$ cat config.mk
export PLATFORM = sky130hd
export DESIGN_NAME = uart_tx_arbiter
export DESIGN_NICKNAME = d
export VERILOG_FILES = /design/src/rtl/uart_tx_arbiter.sv
export SDC_FILE = /design/constraint.sdc
export NUM_CORES = 1
export LEC_CHECK = 0
export CAP_MARGIN = 20
export CORE_MARGIN = 3
export CORE_UTILIZATION = 55
export DETAILED_ROUTE_END_ITERATION = 12
export MAX_ROUTING_LAYER = met4
export PLACE_DENSITY = 0.79
export SKIP_LAST_GASP = 1
export SLEW_MARGIN = 30
export SYNTH_ARGS = -nofsm -noshare
export SYNTH_HDL_FRONTEND = slang
export SYNTH_SLANG_ARGS = --single-unit
$ cat constraint.sdc
create_clock -name clock -period 9.94 [get_ports clock]
set_input_delay 1.988 -clock clock [delete_from_list [all_inputs] [get_ports clock]]
set_output_delay 1.988 -clock clock [all_outputs]
set_load 0.02 [all_outputs]
$ cat src/rtl/uart_tx_arbiter.sv
// 8N1 UART transmitter shared by NUM_REQ byte streams: round-robin grant with packet locking.
// Frame = 10*CLKS_PER_BIT cycles from the accept edge; req_ready only in IDLE (one IDLE cycle between frames).
module uart_tx_arbiter #(
  parameter int NUM_REQ      = 2,
  parameter int CLKS_PER_BIT = 868,
  parameter int LOCK_TIMEOUT = 4096
) (
  input  logic                 clock,
  input  logic                 reset,
  input  logic [NUM_REQ-1:0]   req_valid,
  input  logic [8*NUM_REQ-1:0] req_data,
  input  logic [NUM_REQ-1:0]   req_last,
  output logic [NUM_REQ-1:0]   req_ready,
  output logic                 uart_tx,
  output logic                 busy,
  output logic [2:0]           grant_id,
  output logic                 locked
);
  localparam int BAUD_W   = $clog2(CLKS_PER_BIT);
  localparam int TMO_W    = (LOCK_TIMEOUT > 1) ? $clog2(LOCK_TIMEOUT) : 1;
  localparam int TMO_LAST = (LOCK_TIMEOUT > 0) ? LOCK_TIMEOUT - 1 : 0;

  typedef enum logic [1:0] {IDLE, START, DATA, STOP} state_t;

  state_t            state, state_nxt;
  logic [BAUD_W-1:0] baud_cnt;
  logic [2:0]        bit_cnt;
  logic [7:0]        shreg;
  logic [2:0]        rr_ptr;
  logic [2:0]        owner;
  logic [TMO_W-1:0]  tmo_cnt;
  logic              baud_done;
  logic              owner_vld;
  logic              win_vld;
  logic [2:0]        win_idx;
  logic [7:0]        win_data;
  logic              win_last;

  function automatic logic [2:0] wrap_inc(input logic [2:0] p);
    if (int'(p) + 1 >= NUM_REQ) return 3'd0;
    return p + 3'd1;
  endfunction

  function automatic int rot_idx(input logic [2:0] p, input int k);
    int r;
    r = int'(p) + k;
    if (r >= NUM_REQ) r = r - NUM_REQ;
    return r;
  endfunction

  assign baud_done = (baud_cnt == BAUD_W'(CLKS_PER_BIT - 1));
  assign busy      = (state != IDLE);

  // Arbitration: scan downwards so the requester closest to rr_ptr is assigned last and wins.
  always_comb begin
    owner_vld = 1'b0;
    win_vld   = 1'b0;
    win_idx   = '0;
    win_data  = '0;
    win_last  = 1'b0;
    req_ready = '0;
    for (int j = 0; j < NUM_REQ; j++)
      if (3'(j) == owner) owner_vld = req_valid[j];
    if (state == IDLE && reset) begin
      if (locked) begin
        win_vld = owner_vld;
        win_idx = owner;
      end else begin
        for (int k = NUM_REQ - 1; k >= 0; k--)
          for (int j = 0; j < NUM_REQ; j++)
            if (j == rot_idx(rr_ptr, k) && req_valid[j]) begin
              win_vld = 1'b1;
              win_idx = 3'(j);
            end
      end
    end
    for (int j = 0; j < NUM_REQ; j++)
      if (3'(j) == win_idx) begin
        win_data     = req_data[8*j +: 8];
        win_last     = req_last[j];
        req_ready[j] = win_vld;
      end
  end

  always_ff @(posedge clock) begin
    if (!reset) state <= IDLE;
    else        state <= state_nxt;
  end

  always_comb begin
    state_nxt = state;
    uart_tx   = 1'b1;
    case (state)
      IDLE:  if (win_vld) state_nxt = START;
      START: begin
        uart_tx = 1'b0;
        if (baud_done) state_nxt = DATA;
      end
      DATA: begin
        uart_tx = shreg[bit_cnt];
        if (baud_done && bit_cnt == 3'd7) state_nxt = STOP;
      end
      STOP:    if (baud_done) state_nxt = IDLE;
      default: state_nxt = IDLE;
    endcase
  end

  always_ff @(posedge clock) begin
    if (!reset) begin
      baud_cnt <= '0;
      bit_cnt  <= '0;
      shreg    <= '0;
      grant_id <= '0;
      locked   <= 1'b0;
      owner    <= '0;
      rr_ptr   <= '0;
      tmo_cnt  <= '0;
    end else begin
      if (state == IDLE || baud_done) baud_cnt <= '0;
      else                            baud_cnt <= baud_cnt + BAUD_W'(1);
      if (state == DATA && baud_done) bit_cnt <= bit_cnt + 3'd1;

      if (win_vld) begin
        shreg    <= win_data;
        grant_id <= win_idx;
        tmo_cnt  <= '0;
        if (win_last) begin
          locked <= 1'b0;
          rr_ptr <= wrap_inc(win_idx);
        end else begin
          locked <= 1'b1;
          owner  <= win_idx;
        end
      end else if (locked && owner_vld) begin
        tmo_cnt <= '0;
      end else if (LOCK_TIMEOUT > 0 && locked && state == IDLE) begin
        // An owner that stalls mid-packet must not starve the other streams forever.
        if (tmo_cnt == TMO_W'(TMO_LAST)) begin
          locked  <= 1'b0;
          rr_ptr  <= wrap_inc(owner);
          tmo_cnt <= '0;
        end else begin
          tmo_cnt <= tmo_cnt + TMO_W'(1);
        end
      end
    end
  end
endmodule

==> impl_metrics.json <==
{
  "ys_seq_area_share_pct": 35.1,
  "post-route-drc-count": 0,
  "slew_headroom_pct": 44.0,
  "die_w_um": 74.4,
  "ys_warn_count": 0,
  "dp_hpwl_um": 3700,
  "hold_viol_final": 0,
  "synth.ff_latch_count": 45,
  "first_pass_iters": 4,
  "grt.overflow.total": 0,
  "maxSlewViolCount": 0,
  "grt_pass1_wl_um": 8300,
  "wl_met2_um": 2290,
  "numPortBuffers": 29,
  "max_freq_ghz": 0.151,
  "worstPathArrival_ns": 4.62,
  "max_cap_viol_count": 0,
  "r2r_start": "rr_ptr[0]$_SDFFE_PN0P_",
  "finClkSkew_ns": 0.0113,
  "whs_ns": 0.452,
  "syn_to_final_growth_pct": 15.6,
  "num_vias": 2031,
  "critPathLaunch": "reset",
  "vias_per_cell": 5.50,
  "initial_utilization_pct": 57.8,
  "layout-drive-gt1-share_pct": 8.20,
  "dp_cells": 361,
  "multi_input_area_sq_um": 1580,
  "post_cts_buffers": 0,
  "rows": 24,
  "ir_drop_v": 0.000153,
  "diodes": 0,
  "period_needed_ns": 6.61,
  "grt_max_degree": 17,
  "antenna_found_initial": 0,
  "avgSynthCellArea_sq_um": 8.95,
  "netlist_area_sq_um": 2570,
  "die_h_um": 74.4,
  "synthFlopType": "dfxtp_1",
  "io_pins": 30,
  "wl_met3_um": 191,
  "power_w": 0.000584,
  "highest-signal-layer": "met4",
  "cts_resized": 0,
  "fin_nets": 361,
  "tns_ns": 0,
  "root_buffer": "clkbuf_8",
  "track_usage_pct": 19.6,
  "rr_worst_depth": 11,
  "worstSetupEndpoint": "req_ready[1]",
  "clk_latency_ns": 0.29,
  "synth_edf_count": 0,
  "ctsHoldBuffers": 0,
  "p_leak_nw": 1.14,
  "seqCellArea_sq_um": 901,
  "cts.sinks": 45,
  "die_area_sq_um": 5530,
  "core_sq_um": 4440,
  "finalSetupViolations": 0,
  "wl_met1_um": 2310,
  "globalplace.congestion": 0.852,
  "htree_levels": 2,
  "start_kind": "primary input",
  "period_share_pct": 66.5,
  "cts_tree": "done",
  "drt-total-wl_um": 4840,
  "power.density_nw_per_um2": 197,
  "fillers": 370,
  "rsz0062_at_grt": "false",
  "r2r-end": "tmo_cnt[3]$_SDFFE_PP0P_",
  "path_clk_slew_ns": 0.08,
  "outcome": "finished, final reports clean",
  "synthCells": 287,
  "clk_path_buf_depth": 2,
  "min_path_type": "reg -> reg",
  "async_flop_share_pct": 0,
  "worstSetupEndpointType": "output pin",
  "worstSetupPathType": "in -> out",
  "stdcell_count": 369,
  "tightest_slew_ns": 0.840,
  "crit_fanout": 16,
  "pre_cts_slack_ns": 3.15,
  "synth.distinct_cells": 46,
  "grt_pass1_vias": 1891,
  "cts_buffers": 5,
  "worstPathRequired_ns": 7.95,
  "reg2reg_slack_ns": 6.23,
  "drt_iter0_markers": 140,
  "hold_start": "shreg[1]$_SDFFE_PN0N_",
  "fin_ws_ns": 3.33,
  "wl_per_cell_um": 13.1,
  "postRouteAntennaNets": 0,
  "synth_nets": 332
}
## metal layers
metal,global-route usage [%],vias up
met4,5.93,0
met1,25.0,938
met5,-,-
met2,31.6,44
met3,3.78,6
li1,-,1043
## stage by stage
stage	instance area, sq um	util (%)
finish	2970	66.8
global route	2970	66.8
CTS	2960	66.7
detailed placement	2880	64.8
global placement	2880	64.8
floorplan	2570	-
## cell families (layout without fill, tap and decap cells)
| group | Yosys count | count (layout) | synth area share (%) |
|---|---|---|---|
| buffers and inverters | 20 | 50 | 3.70 |
| AND/OR/NAND/NOR | 120 | 120 | 22.3 |
| multiplexers | 15 | 15 | 6.82 |
| XOR/XNOR | 21 | 21 | 7.45 |
| AO/OA/AOI/OAI | 43 | 43 | 13.5 |
| flip-flops | 45 | 45 | 35.1 |
| adder cells (fa/ha/maj) | 23 | 23 | 11.2 |
## cells in the final DEF, fill, tap and decap left out, types with 2 or more instances in the layout
master / netlist / routed
a211oi_2: 3 / 2
a21oi_1: 10 / 10
and2_1: 3 / 3
and3_1: 7 / 7
clkbuf_1: 1 / 2
clkbuf_8: 0 / 5
clkdlybuf4s50_1: 0 / 29
dfxtp_1: 45 / 45
ha_1: 23 / 23
inv_1: 13 / 13
mux2i_1: 13 / 13
mux4_2: 2 / 2
nand2_1: 34 / 34
nand2_2: 2 / 2
nand2b_1: 2 / 2
nand3_1: 15 / 15
nand3b_1: 4 / 4
nand4_1: 5 / 5
nor2_1: 33 / 33
nor2b_1: 2 / 2
nor3_1: 8 / 8
o211ai_1: 2 / 2
o211ai_4: 2 / 2
o21ai_0: 4 / 4
o21ai_1: 9 / 9
xnor2_1: 5 / 5
xor2_1: 15 / 15
## flip-flops by register name, indices dropped and copies added (netlist names)
name and count:
grant_id 3, owner 3, state 2, tmo_cnt 12
shreg 8, baud_cnt 10, locked 1, bit_cnt 3
rr_ptr 3
## synth_stat cells (2+ instances only)
cell type / number / share of area [%]
mux2i_1: 13 / 5.1
dfxtp_1: 45 / 35
a21oi_1: 10 / 1.9
nor2_1: 33 / 4.8
o211ai_4: 2 / 1.7
buf_2: 4 / 0.78
nand3_1: 15 / 2.9
nand3b_1: 4 / 1.2
and3_1: 7 / 1.7
nand2_1: 34 / 5.0
ha_1: 23 / 11
nand2b_1: 2 / 0.49
a211oi_2: 3 / 1.5
o21ai_1: 9 / 1.8
mux4_2: 2 / 1.8
o21ai_0: 4 / 0.78
xnor2_1: 5 / 1.7
nor2b_1: 2 / 0.49
nand2_2: 2 / 0.49
inv_1: 13 / 1.9
o211ai_1: 2 / 0.58
xor2_1: 15 / 5.1
and2_1: 3 / 0.73
buf_6: 2 / 0.88
nor3_1: 8 / 1.6
nand4_1: 5 / 1.2
## final cells by class
class	instances	share of cell area (%)
repair buffers	29	9.77
well taps	52	2.19
multi-input cells	222	53.2
clock inverters	1	0.253
inverters	13	1.64
clock buffers	7	2.57
flip-flops and latches	45	30.3
## worst max-delay path, stage by stage
cell,delay [ns]
clkdlybuf4s50_1,0.73
nand2_1,0.20
a211o_2,0.34
a21oi_4,0.48
and3_1,0.27
clkdlybuf4s50_1,0.61
## worst min-delay path by stage
stage	end	slack, ns	cells past startpoint
2_1_floorplan	shreg[2]$_SDFFE_PN0N_	0.43	2
3_3_place_gp	shreg[3]$_SDFFE_PN0N_	0.43	2
3_5_place_dp	shreg[1]$_SDFFE_PN0N_	0.44	2
4_1_cts	shreg[1]$_SDFFE_PN0N_	0.45	2
5_1_grt	shreg[0]$_SDFFE_PN0N_	0.48	2
6_report	shreg[1]$_SDFFE_PN0N_	0.45	2
## where the power goes
part           leakage, nW  internal, W  switching, W  total [W]
Clock               0.0385    0.0000498     0.0000590   0.000109
Sequential           0.365     0.000206     0.0000203   0.000226
Combinational        0.737     0.000105      0.000144   0.000249
Note: power is estimated with default switching activity, not from simulation.
